--- config.mk ---
export PLATFORM = sky130hd
export DESIGN_NAME = instruction_fetch
export DESIGN_NICKNAME = d
export VERILOG_FILES = /design/src/rtl/instruction_fetch.sv
export SDC_FILE = /design/constraint.sdc
export NUM_CORES = 1
export LEC_CHECK = 0
export CORE_MARGIN = 5
export CORE_UTILIZATION = 36
export DETAILED_ROUTE_END_ITERATION = 7
export PLACE_DENSITY = 0.73
export SETUP_SLACK_MARGIN = 0.1
export SLEW_MARGIN = 20
export SYNTH_ARGS = -nofsm -noshare
export SYNTH_HDL_FRONTEND = slang
export SYNTH_SLANG_ARGS = --single-unit
--- constraint.sdc ---
create_clock -name clk -period 1.4 [get_ports clk]
set_input_delay 0.28 -clock clk [delete_from_list [all_inputs] [get_ports clk]]
set_output_delay 0.28 -clock clk [all_outputs]
set_load 0.01 [all_outputs]
--- src/rtl/instruction_fetch.sv ---
// -----------------------------------------------------------------------------
// instruction_fetch
//
// Front-end stage of the 8-bit CPU. It owns the program counter and fetches
// one 8-bit instruction at a time from instruction memory. The fetched
// instruction is held in an instruction register, and its opcode and register
// fields are presented to decode/control. Downstream can stall the held
// instruction or redirect the PC.
//
// Optional feature: define FETCH_PERF_CNT_EN to add the fetch_count and
// stall_count performance counters. They saturate at 16'hFFFF.
//
// Ports:
//   clk          in   system clock, all state changes on the rising edge
//   rst          in   synchronous active-high reset
//   imem_req     out  fetch request (high for the whole S_FETCH state)
//   imem_addr    out  fetch address, always equal to pc
//   imem_valid   in   memory returns data this cycle (meaningful only with req)
//   imem_rdata   in   instruction data
//   stall        in   downstream cannot accept the held instruction
//   redirect     in   load redirect_pc, flush the held or pending fetch
//   redirect_pc  in   redirect target
//   instr_valid  out  instr and its fields are valid for decode
//   instr        out  held instruction, forced to 8'h00 when not valid
//   opcode       out  instr[7:6]
//   rd           out  instr[5:4]
//   rs           out  instr[3:2]
//   rt           out  instr[1:0]
//   instr_pc     out  address the held instruction came from
//   fsmState     out  debug view of the FSM: 0 = S_FETCH, 1 = S_HOLD
//   fetch_count  out  (FETCH_PERF_CNT_EN) consumed instructions
//   stall_count  out  (FETCH_PERF_CNT_EN) cycles spent holding under stall
//
// Handshakes:
//   Memory side:  imem_req and imem_addr stay high and stable until the cycle
//                 in which imem_valid=1. That cycle transfers imem_rdata.
//                 Only one request is ever outstanding.
//   Decode side:  instr_valid plays the role of "valid" and ~stall plays the
//                 role of "ready". The instruction is consumed on an edge
//                 where instr_valid=1 and stall=0. While stalled, the held
//                 instruction is kept stable.
//   redirect overrides both handshakes in the cycle it is asserted.
// -----------------------------------------------------------------------------
module instruction_fetch #(
  parameter int                  PC_WIDTH = 8,
  parameter logic [PC_WIDTH-1:0] RESET_PC = '0
) (
  input  logic                clk,
  input  logic                rst,
  output logic                imem_req,
  output logic [PC_WIDTH-1:0] imem_addr,
  input  logic                imem_valid,
  input  logic [7:0]          imem_rdata,
  input  logic                stall,
  input  logic                redirect,
  input  logic [PC_WIDTH-1:0] redirect_pc,
  output logic                instr_valid,
  output logic [7:0]          instr,
  output logic [1:0]          opcode,
  output logic [1:0]          rd,
  output logic [1:0]          rs,
  output logic [1:0]          rt,
  output logic [PC_WIDTH-1:0] instr_pc,
  output logic                fsmState
`ifdef FETCH_PERF_CNT_EN
  ,
  output logic [15:0]         fetch_count,
  output logic [15:0]         stall_count
`endif
);

  typedef enum logic {
    S_FETCH = 1'b0,
    S_HOLD  = 1'b1
  } state_t;

  state_t              state;
  state_t              stateNext;
  logic [PC_WIDTH-1:0] pc;
  logic [7:0]          instrReg;
  logic [PC_WIDTH-1:0] instrPcReg;

  // A fetch completes only when memory answers and no redirect discards it.
  logic fetchDone;
  // The held instruction leaves the stage without being flushed.
  logic consumed;

  assign fetchDone = (state == S_FETCH) && imem_valid && !redirect;
  assign consumed  = (state == S_HOLD) && !stall && !redirect;

  // Next-state logic
  always_comb begin
    stateNext = state;
    if (redirect) begin
      stateNext = S_FETCH;
    end else begin
      case (state)
        S_FETCH: if (imem_valid) stateNext = S_HOLD;
        S_HOLD:  if (!stall)     stateNext = S_FETCH;
        default:                 stateNext = S_FETCH;
      endcase
    end
  end

  always_ff @(posedge clk) begin
    if (rst) begin
      state <= S_FETCH;
    end else begin
      state <= stateNext;
    end
  end

  // Datapath: PC and instruction register
  always_ff @(posedge clk) begin
    if (rst) begin
      pc         <= RESET_PC;
      instrReg   <= 8'h00;
      instrPcReg <= '0;
    end else if (redirect) begin
      pc <= redirect_pc;
    end else if (fetchDone) begin
      instrReg   <= imem_rdata;
      instrPcReg <= pc;
      pc         <= pc + PC_WIDTH'(1);  // wraps modulo 2^PC_WIDTH
    end
  end

  // Outputs: only state and registers, never imem_rdata directly.
  assign imem_req    = (state == S_FETCH);
  assign imem_addr   = pc;
  assign instr_valid = (state == S_HOLD);
  // An invalid slot reads as opcode 00 (NOP), so decode needs no extra gating.
  assign instr       = instr_valid ? instrReg : 8'h00;
  assign opcode      = instr[7:6];
  assign rd          = instr[5:4];
  assign rs          = instr[3:2];
  assign rt          = instr[1:0];
  assign instr_pc    = instrPcReg;
  assign fsmState    = state;

`ifdef FETCH_PERF_CNT_EN
  logic stallCycle;
  assign stallCycle = (state == S_HOLD) && stall;

  always_ff @(posedge clk) begin
    if (rst) begin
      fetch_count <= 16'h0000;
      stall_count <= 16'h0000;
    end else begin
      if (consumed && (fetch_count != 16'hFFFF)) begin
        fetch_count <= fetch_count + 16'd1;
      end
      if (stallCycle && (stall_count != 16'hFFFF)) begin
        stall_count <= stall_count + 16'd1;
      end
    end
  end
`else
  // Without the counters, "consumed" has no reader. Fold it into a dead
  // signal so the build stays warning-free.
  logic unusedConsumed;
  assign unusedConsumed = consumed;
`endif

endmodule

==> results summary, run 1 <==
The flow ran to the end, but the final reports show violations. The final reports fail on negative setup slack. The setup TNS is -3.126 ns. The dominant register cell in the synthesized netlist is sky130_fd_sc_hd__dfxtp_1.

The Yosys step of the flow raised 0 warnings. The critical path goes through buf_6, buf_6, or3b_4, or4b_4, o311ai_2. The family with the most delay on the worst path is simple AND/OR/NAND/NOR gates.

The worst setup path is launched from a register. The pre-CTS worst setup slack came out at -0.4282 ns. The total core area is 3078 um2. By instance count, the cell type seen most on the critical path is sky130_fd_sc_hd__buf_6.

The arrival time at the worst endpoint came out at 1.86 ns. The share of layout cells above drive strength 1 is 51.12%. The CTS buffer count is 3. The post-layout minimum cycle time came out at 1.631 ns. The minimum hold slack is 0.4635 ns. The worst setup margin is -0.2308 ns. The clock tree buffer depth is 2. The transition time at the pin with the least slew margin is 0.2845 ns. In the synthesized netlist, the cells that appear most often are sky130_fd_sc_hd__nand2_1, sky130_fd_sc_hd__dfxtp_1, sky130_fd_sc_hd__a21oi_1. The worst-case IR drop observed on VDD is 0.8002 mV. The routed via count divided by cell count came out at 5.075. Once layout is complete, the cells apart from fillers number 267.

The leftover overflow at the end of global routing is 0. The number of slew-limit violations in the final report came to 0. Summing all non-filler instances in the final layout gives an area of 2207 um2. The total number of nets in the final design is 246. The setup violation total in the final timing report came out at 40. The number of I/O pins came out at 56.

The combined buffer and inverter count along the critical path came out at 2. The initial antenna violation count came out at 0. The number of hold buffers added after CTS is 0. Synthesis handed over a netlist of 147 instances. The post-synthesis register bit count came out at 25. Routability-driven placement finished with a final weighted congestion of 0.8882. The worst setup path is captured at a register.

The leakage power figure is 0.0009469 uW. The clock tree skew after final layout is 0.003804 ns. The power density of the placed cells came out at 684.5 nW/um2. 0 antenna diodes ended up in the layout. The half-perimeter wire length after placement came out at 2.664 mm. The die width came out at 66.70 um. The detailed-route DRC error count is 0. The total global routing track utilization is 16.94%. The number of global-route vias before repair was 1,312. The area growth from synthesis to layout came out at 90.70%. The most common cell in the synthesized netlist is sky130_fd_sc_hd__nand2_1. For this run, the slowest stage of the critical path takes 0.49 ns. The number of core rows came out at 20. The total placed instance area is 1790 um2. The final layout contains routed wiring with a total length of 4.125 mm. Setup repair after global routing could not meet its margin everywhere. The top-area cell type share of the netlist area came out at 43.24%. The die height is 66.70 um. The post-route clock period utilization is 116.5%. The total placed cells including tap cells is 245. In this run the remaining antenna-violating nets after routing total 0. The number of library cell types mapped by synthesis came out at 33.

The worst hold path belongs to the class register to register. The max-capacitance violation count is 0. Headroom to the max-slew limit came out at 81.01%. After clock tree synthesis, the clock-pin slew on the worst setup and hold paths is 0.14 ns.

The number of nets in the synthesized netlist is 169. Summing over every cut layer, the via total after detailed routing is 1,355. The critical path is of the register to register type. After synthesis, the cell types taking the most area are sky130_fd_sc_hd__dfxtp_1, sky130_fd_sc_hd__nand2_1, sky130_fd_sc_hd__a21oi_1, sky130_fd_sc_hd__buf_4, sky130_fd_sc_hd__and2_1. The layout has 235 filler cells.

The largest net degree at the start of global routing is 17. The share of async-settable or async-resettable flops after synthesis came out at 0%. The area enclosed by the die boundary is 4449 um2. TritonCTS built the clock tree. The synthesized design contains 0 enable-type register cells. The effective utilization at floorplan is 37.60%. During placement, the flow inserted port buffers numbering 55. The synthesized design spends more area on one cell type than any other, namely sky130_fd_sc_hd__dfxtp_1. The post-synthesis average cell area came out at 7.873 um2. The post-synthesis instance area came out at 1157 um2.

The detailed router finished its first iteration with 31 violations. The maximum fanout encountered on the critical timing path is 3. The maximum achievable frequency is 0.6132 GHz. Summing the sequential cell areas from Yosys gives 43.24% of the chip area.

In this run the number of H-tree levels came out at 1. The largest individual stage delay along the critical path comes from the cell sky130_fd_sc_hd__or4b_4. The number of hold violations in the final report is 0. The buffer type at the clock tree root is sky130_fd_sc_hd__clkbuf_4. The later pin in the worst-skew pair is clocked with a latency of 0.32 ns. The first detailed-routing pass took 5 iterations. STA puts the critical path data required time at 1.63 ns.

The first global-routing pass estimated 5.885 mm of wire. The clock sink count is 25. In the final routed layout, each cell accounts on average for 15.45 um.
## worst paths after layout
path,from,end,slack (ns),cells after the start
setup reg to reg,fsmState$_SDFF_PP0_,imem_addr[7]$_SDFFE_PP0P_,-0.23,5
hold reg to reg,instrReg[3]$_SDFFE_PP0P_,instrReg[3]$_SDFFE_PP0P_,0.46,2
hold / removal,instrReg[3]$_SDFFE_PP0P_,instrReg[3]$_SDFFE_PP0P_,0.46,2
setup / recovery,fsmState$_SDFF_PP0_,imem_addr[7]$_SDFFE_PP0P_,-0.23,5
## kinds of logic (layout without fill, tap and decap cells)
family | after synthesis | count (layout) | synth area share (%)
AND/OR/NAND/NOR | 64 | 64 | 26.70
AO/OA/AOI/OAI | 33 | 33 | 17.30
flip-flops | 25 | 25 | 43.24
buffers and inverters | 22 | 98 | 10.16
XOR/XNOR | 2 | 2 | 1.514
adder cells (fa/ha/maj) | 1 | 1 | 1.081
## cell usage in the layout (no fill, tap or decap), types with 2 or more instances in the layout
master	n
sky130_fd_sc_hd__a21oi_1	4
sky130_fd_sc_hd__a21oi_2	14
sky130_fd_sc_hd__a311oi_1	2
sky130_fd_sc_hd__and2_4	8
sky130_fd_sc_hd__buf_4	22
sky130_fd_sc_hd__buf_6	30
sky130_fd_sc_hd__clkbuf_2	2
sky130_fd_sc_hd__clkbuf_4	3
sky130_fd_sc_hd__clkdlybuf4s15_1	2
sky130_fd_sc_hd__clkdlybuf4s50_1	20
sky130_fd_sc_hd__dfxtp_1	16
sky130_fd_sc_hd__dfxtp_2	3
sky130_fd_sc_hd__dfxtp_4	6
sky130_fd_sc_hd__dlygate4sd2_1	12
sky130_fd_sc_hd__inv_1	3
sky130_fd_sc_hd__nand2_1	22
sky130_fd_sc_hd__nand2_2	8
sky130_fd_sc_hd__nand2_4	5
sky130_fd_sc_hd__nand3_1	2
sky130_fd_sc_hd__nor2_1	7
sky130_fd_sc_hd__o21ai_0	3
sky130_fd_sc_hd__or3_1	2
## per-layer routing
metal,vias up,routed length [um],track usage [%]
met1,655,1607,18.11
met3,8,199,4.384
li1,646,-,-
met4,0,65,4.569
met5,-,0,0
met2,46,2253,32.30
## final cells by class
class	count	area (um2)	area share, %
flip-flops and latches	25	526.8	23.87
clock buffers	3	22.52	1.020
clock inverters	1	5.005	0.2268
repair buffers	89	858.3	38.89
multi-input cells	100	716.9	32.48
inverters	5	22.52	1.020
well taps	44	55.05	2.494
## registers in the layout, summed over array words and instances, names as in the netlist
register / count
imem_addr: 8
fsmState: 1
instr_pc: 8
instrReg: 8
## through the flow
stage / total power (uW) / util (%)
after floorplan: 914.1 / -
after global placement: 1089 / 58.17
after detailed placement: 1097 / 58.17
after CTS: 1437 / 64.07
after global routing: 1588 / 71.71
final: 1511 / 71.71
## worst reg2reg max path: stages, from the launching register on
cell,delay (ns)
sky130_fd_sc_hd__dfxtp_4,0.37
sky130_fd_sc_hd__buf_6,0.12
sky130_fd_sc_hd__buf_6,0.11
sky130_fd_sc_hd__or3b_4,0.38
sky130_fd_sc_hd__or4b_4,0.49
sky130_fd_sc_hd__o311ai_2,0.08
## power breakdown
group | switching [uW] | internal [uW]
Sequential | 39.7 | 748
Combinational | 178 | 221
Clock | 217 | 107
## what timing repair did
| action | CTS | global route |
|---|---|---|
| cloned | 0 | 1 |
| buffers inserted | 11 | 9 |
| gates resized for setup | 138 | 56 |
| pin swaps | 16 | 19 |
| hold endpoints to repair | 0 | 0 |
| endpoints found under the setup margin | 51 | 51 |
Note: power is estimated with default switching activity, not from simulation.
==> run 2: changes to the inputs <==
CORE_ASPECT_RATIO = 0.8   (was not set)
==> results summary, run 2 (synthesis results as in run 1) <==
The total placed cells including tap cells came out at 239. In the final routed layout, each cell accounts on average for 14.55 um. Once detailed placement completed, the half-perimeter wirelength came to 2.591 mm.

The share of layout cells above drive strength 1 is 37.38%. The final reports fail on negative setup slack. The power density of the placed cells is 757.4 nW/um2. Cells fill 66.02% of the core in the end. The via count of the routed design is 1,261.

The number of global-route vias before repair came out at 1,217. The leftover overflow at the end of global routing came out at 0. After detailed routing, the number of vias per cell comes to 4.965.

The clock latency on the worst-skew pair is 0.26 ns. The area growth from synthesis to layout came out at 76.00%. The total core area came out at 3085 um2. The routed wire length is 3.696 mm. The congestion estimate from routability-driven global placement came to 0.8556. The max-capacitance violation count came out at 0.

Clock-pin slew was measured on the worst setup and hold paths at 0.08 ns. The setup violation total in the final timing report is 6. Leaving out fill and tap cells, the most frequent cells in the layout are sky130_fd_sc_hd__nand2_1, sky130_fd_sc_hd__buf_6, sky130_fd_sc_hd__clkdlybuf4s50_1, sky130_fd_sc_hd__dlygate4sd2_1, sky130_fd_sc_hd__dfxtp_1. The initial antenna violation count came out at 0. For the pin with the worst max-slew slack, the measured transition is 0.3288 ns. The critical path is of the register to register type.

The number of hold buffers added after CTS was 0. The required arrival time at the worst endpoint is 1.57 ns. The worst setup margin came out at -0.1613 ns. The antenna diode instance count came out at 0. The clock sink count came out at 25.

Buffers placed on the I/O ports in this run total 55. The maximum fanout encountered on the critical timing path came out at 6. Measured along the x axis, the die boundary spans 73.39 um.

Leaving out fill and tap cells, the most frequent cell in the layout is sky130_fd_sc_hd__nand2_1. The total number of H-tree levels came out at 1. The wire length of the first global-routing pass is 5.589 mm. The total global routing track utilization is 16.28%. Before antenna repair, the detailed router went through 4 iterations. 56 I/O pins were placed. TritonCTS built the clock tree. In the finished design, the share of the clock period the worst path needs comes to 111.5%. The number of slew-limit violations in the final report is 0. The capturing element type of the critical path is a register. The post-layout minimum cycle time is 1.561 ns. From bottom edge to top edge, the die measures 60.72 um. The hold-critical path depth is 3. The number of hold violations in the final report came out at 0. The worst ir drop on vdd is 0.4698 mV.

No sink is reached through more buffers than the 2 on the longest clock path. The number of core rows came out at 18. Buffers inserted during clock tree synthesis total 3. The final instance count without filler cells came out at 254. The first routing iteration left 37 violations. In this run the static leakage power is 0.0008634 uW. The kind of start point of the critical path is a register. The effective utilization at floorplan came out at 37.51%.

The maximum achievable frequency came out at 0.6405 GHz. The worst-case headroom to the max-slew limit came out at 78.06%. The die covers 4456 um2. The arrival time at the worst endpoint came out at 1.73 ns. Setup repair after global routing could not meet its margin everywhere. Counting cells, the worst reg-to-reg path comes to 4. Clock tree synthesis selected as its root buffer the cell sky130_fd_sc_hd__clkbuf_8.

The count of antenna-violating nets left after detailed routing came out at 0. The largest net degree at the start of global routing is 17. The path class of the tightest hold or removal check is input port to register. The run finished, with violations left. The detailed-route DRC error count came out at 0. The total number of nets in the final design is 237. The clock tree skew after final layout came out at 0.002499 ns.
## run 2: cell count changes in the layout (fill, tap and decap cells not counted), sizes merged
| cell | change |
|---|---|
| clkinv | -1 |
| buf | -12 |
| clkdlybuf4s15 | -1 |
| dlygate4sd2 | +6 |
| clkdlybuf4s50 | -2 |
| dlymetal6s2s | +1 |
## run 2: per-layer routing
layer	up-vias	global-route usage, %	wire [um]
met2	33	30.96	1984
met3	4	2.483	122
met1	600	18.87	1526
li1	624	-	-
met5	-	0	0
met4	0	5.168	62
## run 2: cell type report
| class | count | area (um2) |
|---|---|---|
| Clock buffer | 4 | 45.04 |
| Fill cell | 262 | 1049 |
| Multi-Input combinational cell | 100 | 643.1 |
| Sequential cell | 25 | 513.0 |
| Timing Repair Buffer | 80 | 763.2 |
| Inverter | 5 | 22.52 |
| Tap cell | 40 | 50.05 |
## run 2: where the power goes
part | leakage, uW | switching (uW) | total [uW] | internal (uW)
registers | 0.000208 | 38.8 | 789 | 750
logic | 0.000633 | 148 | 336 | 188
clock network | 0.0000228 | 215 | 418 | 203
## run 2: critical path, stage by stage (launching register included)
cell	delay, ns
sky130_fd_sc_hd__dfxtp_4	0.38
sky130_fd_sc_hd__buf_4	0.14
sky130_fd_sc_hd__or3b_4	0.37
sky130_fd_sc_hd__or4b_4	0.51
sky130_fd_sc_hd__o311ai_4	0.08
## run 2: stage by stage
step	setup slack (ns)	cell area, um2	TNS (ns)	total power, uW	hold WS [ns]
after global placement	-0.3746	1770	-5.715	1086	0.4385
final	-0.1613	2037	-0.2316	1543	0.3758
after CTS	-0.1030	1967	-0.1684	1534	0.4543
after floorplan	-0.08562	1170	-0.08562	914.1	0.3494
after global routing	-0.1801	2037	-1.490	1612	0.3876
after detailed placement	-0.3805	1770	-5.886	1091	0.4422
## run 2: path summary, 6_finish.rpt
check	end	slack, ns	from
hold / removal	imem_addr[4]$_SDFFE_PP0P_	0.38	redirect
setup / recovery	imem_addr[7]$_SDFFE_PP0P_	-0.16	fsmState$_SDFF_PP0_
hold reg to reg	instrReg[5]$_SDFFE_PP0P_	0.45	instrReg[5]$_SDFFE_PP0P_
setup reg to reg	imem_addr[7]$_SDFFE_PP0P_	-0.16	fsmState$_SDFF_PP0_
## run 2: what timing repair did
action | in CTS | in global routing
gates resized for setup | 133 | 16
cloned | 1 | 0
pin swaps | 13 | 7
buffers inserted | 9 | 2
setup endpoints to repair | 57 | 40
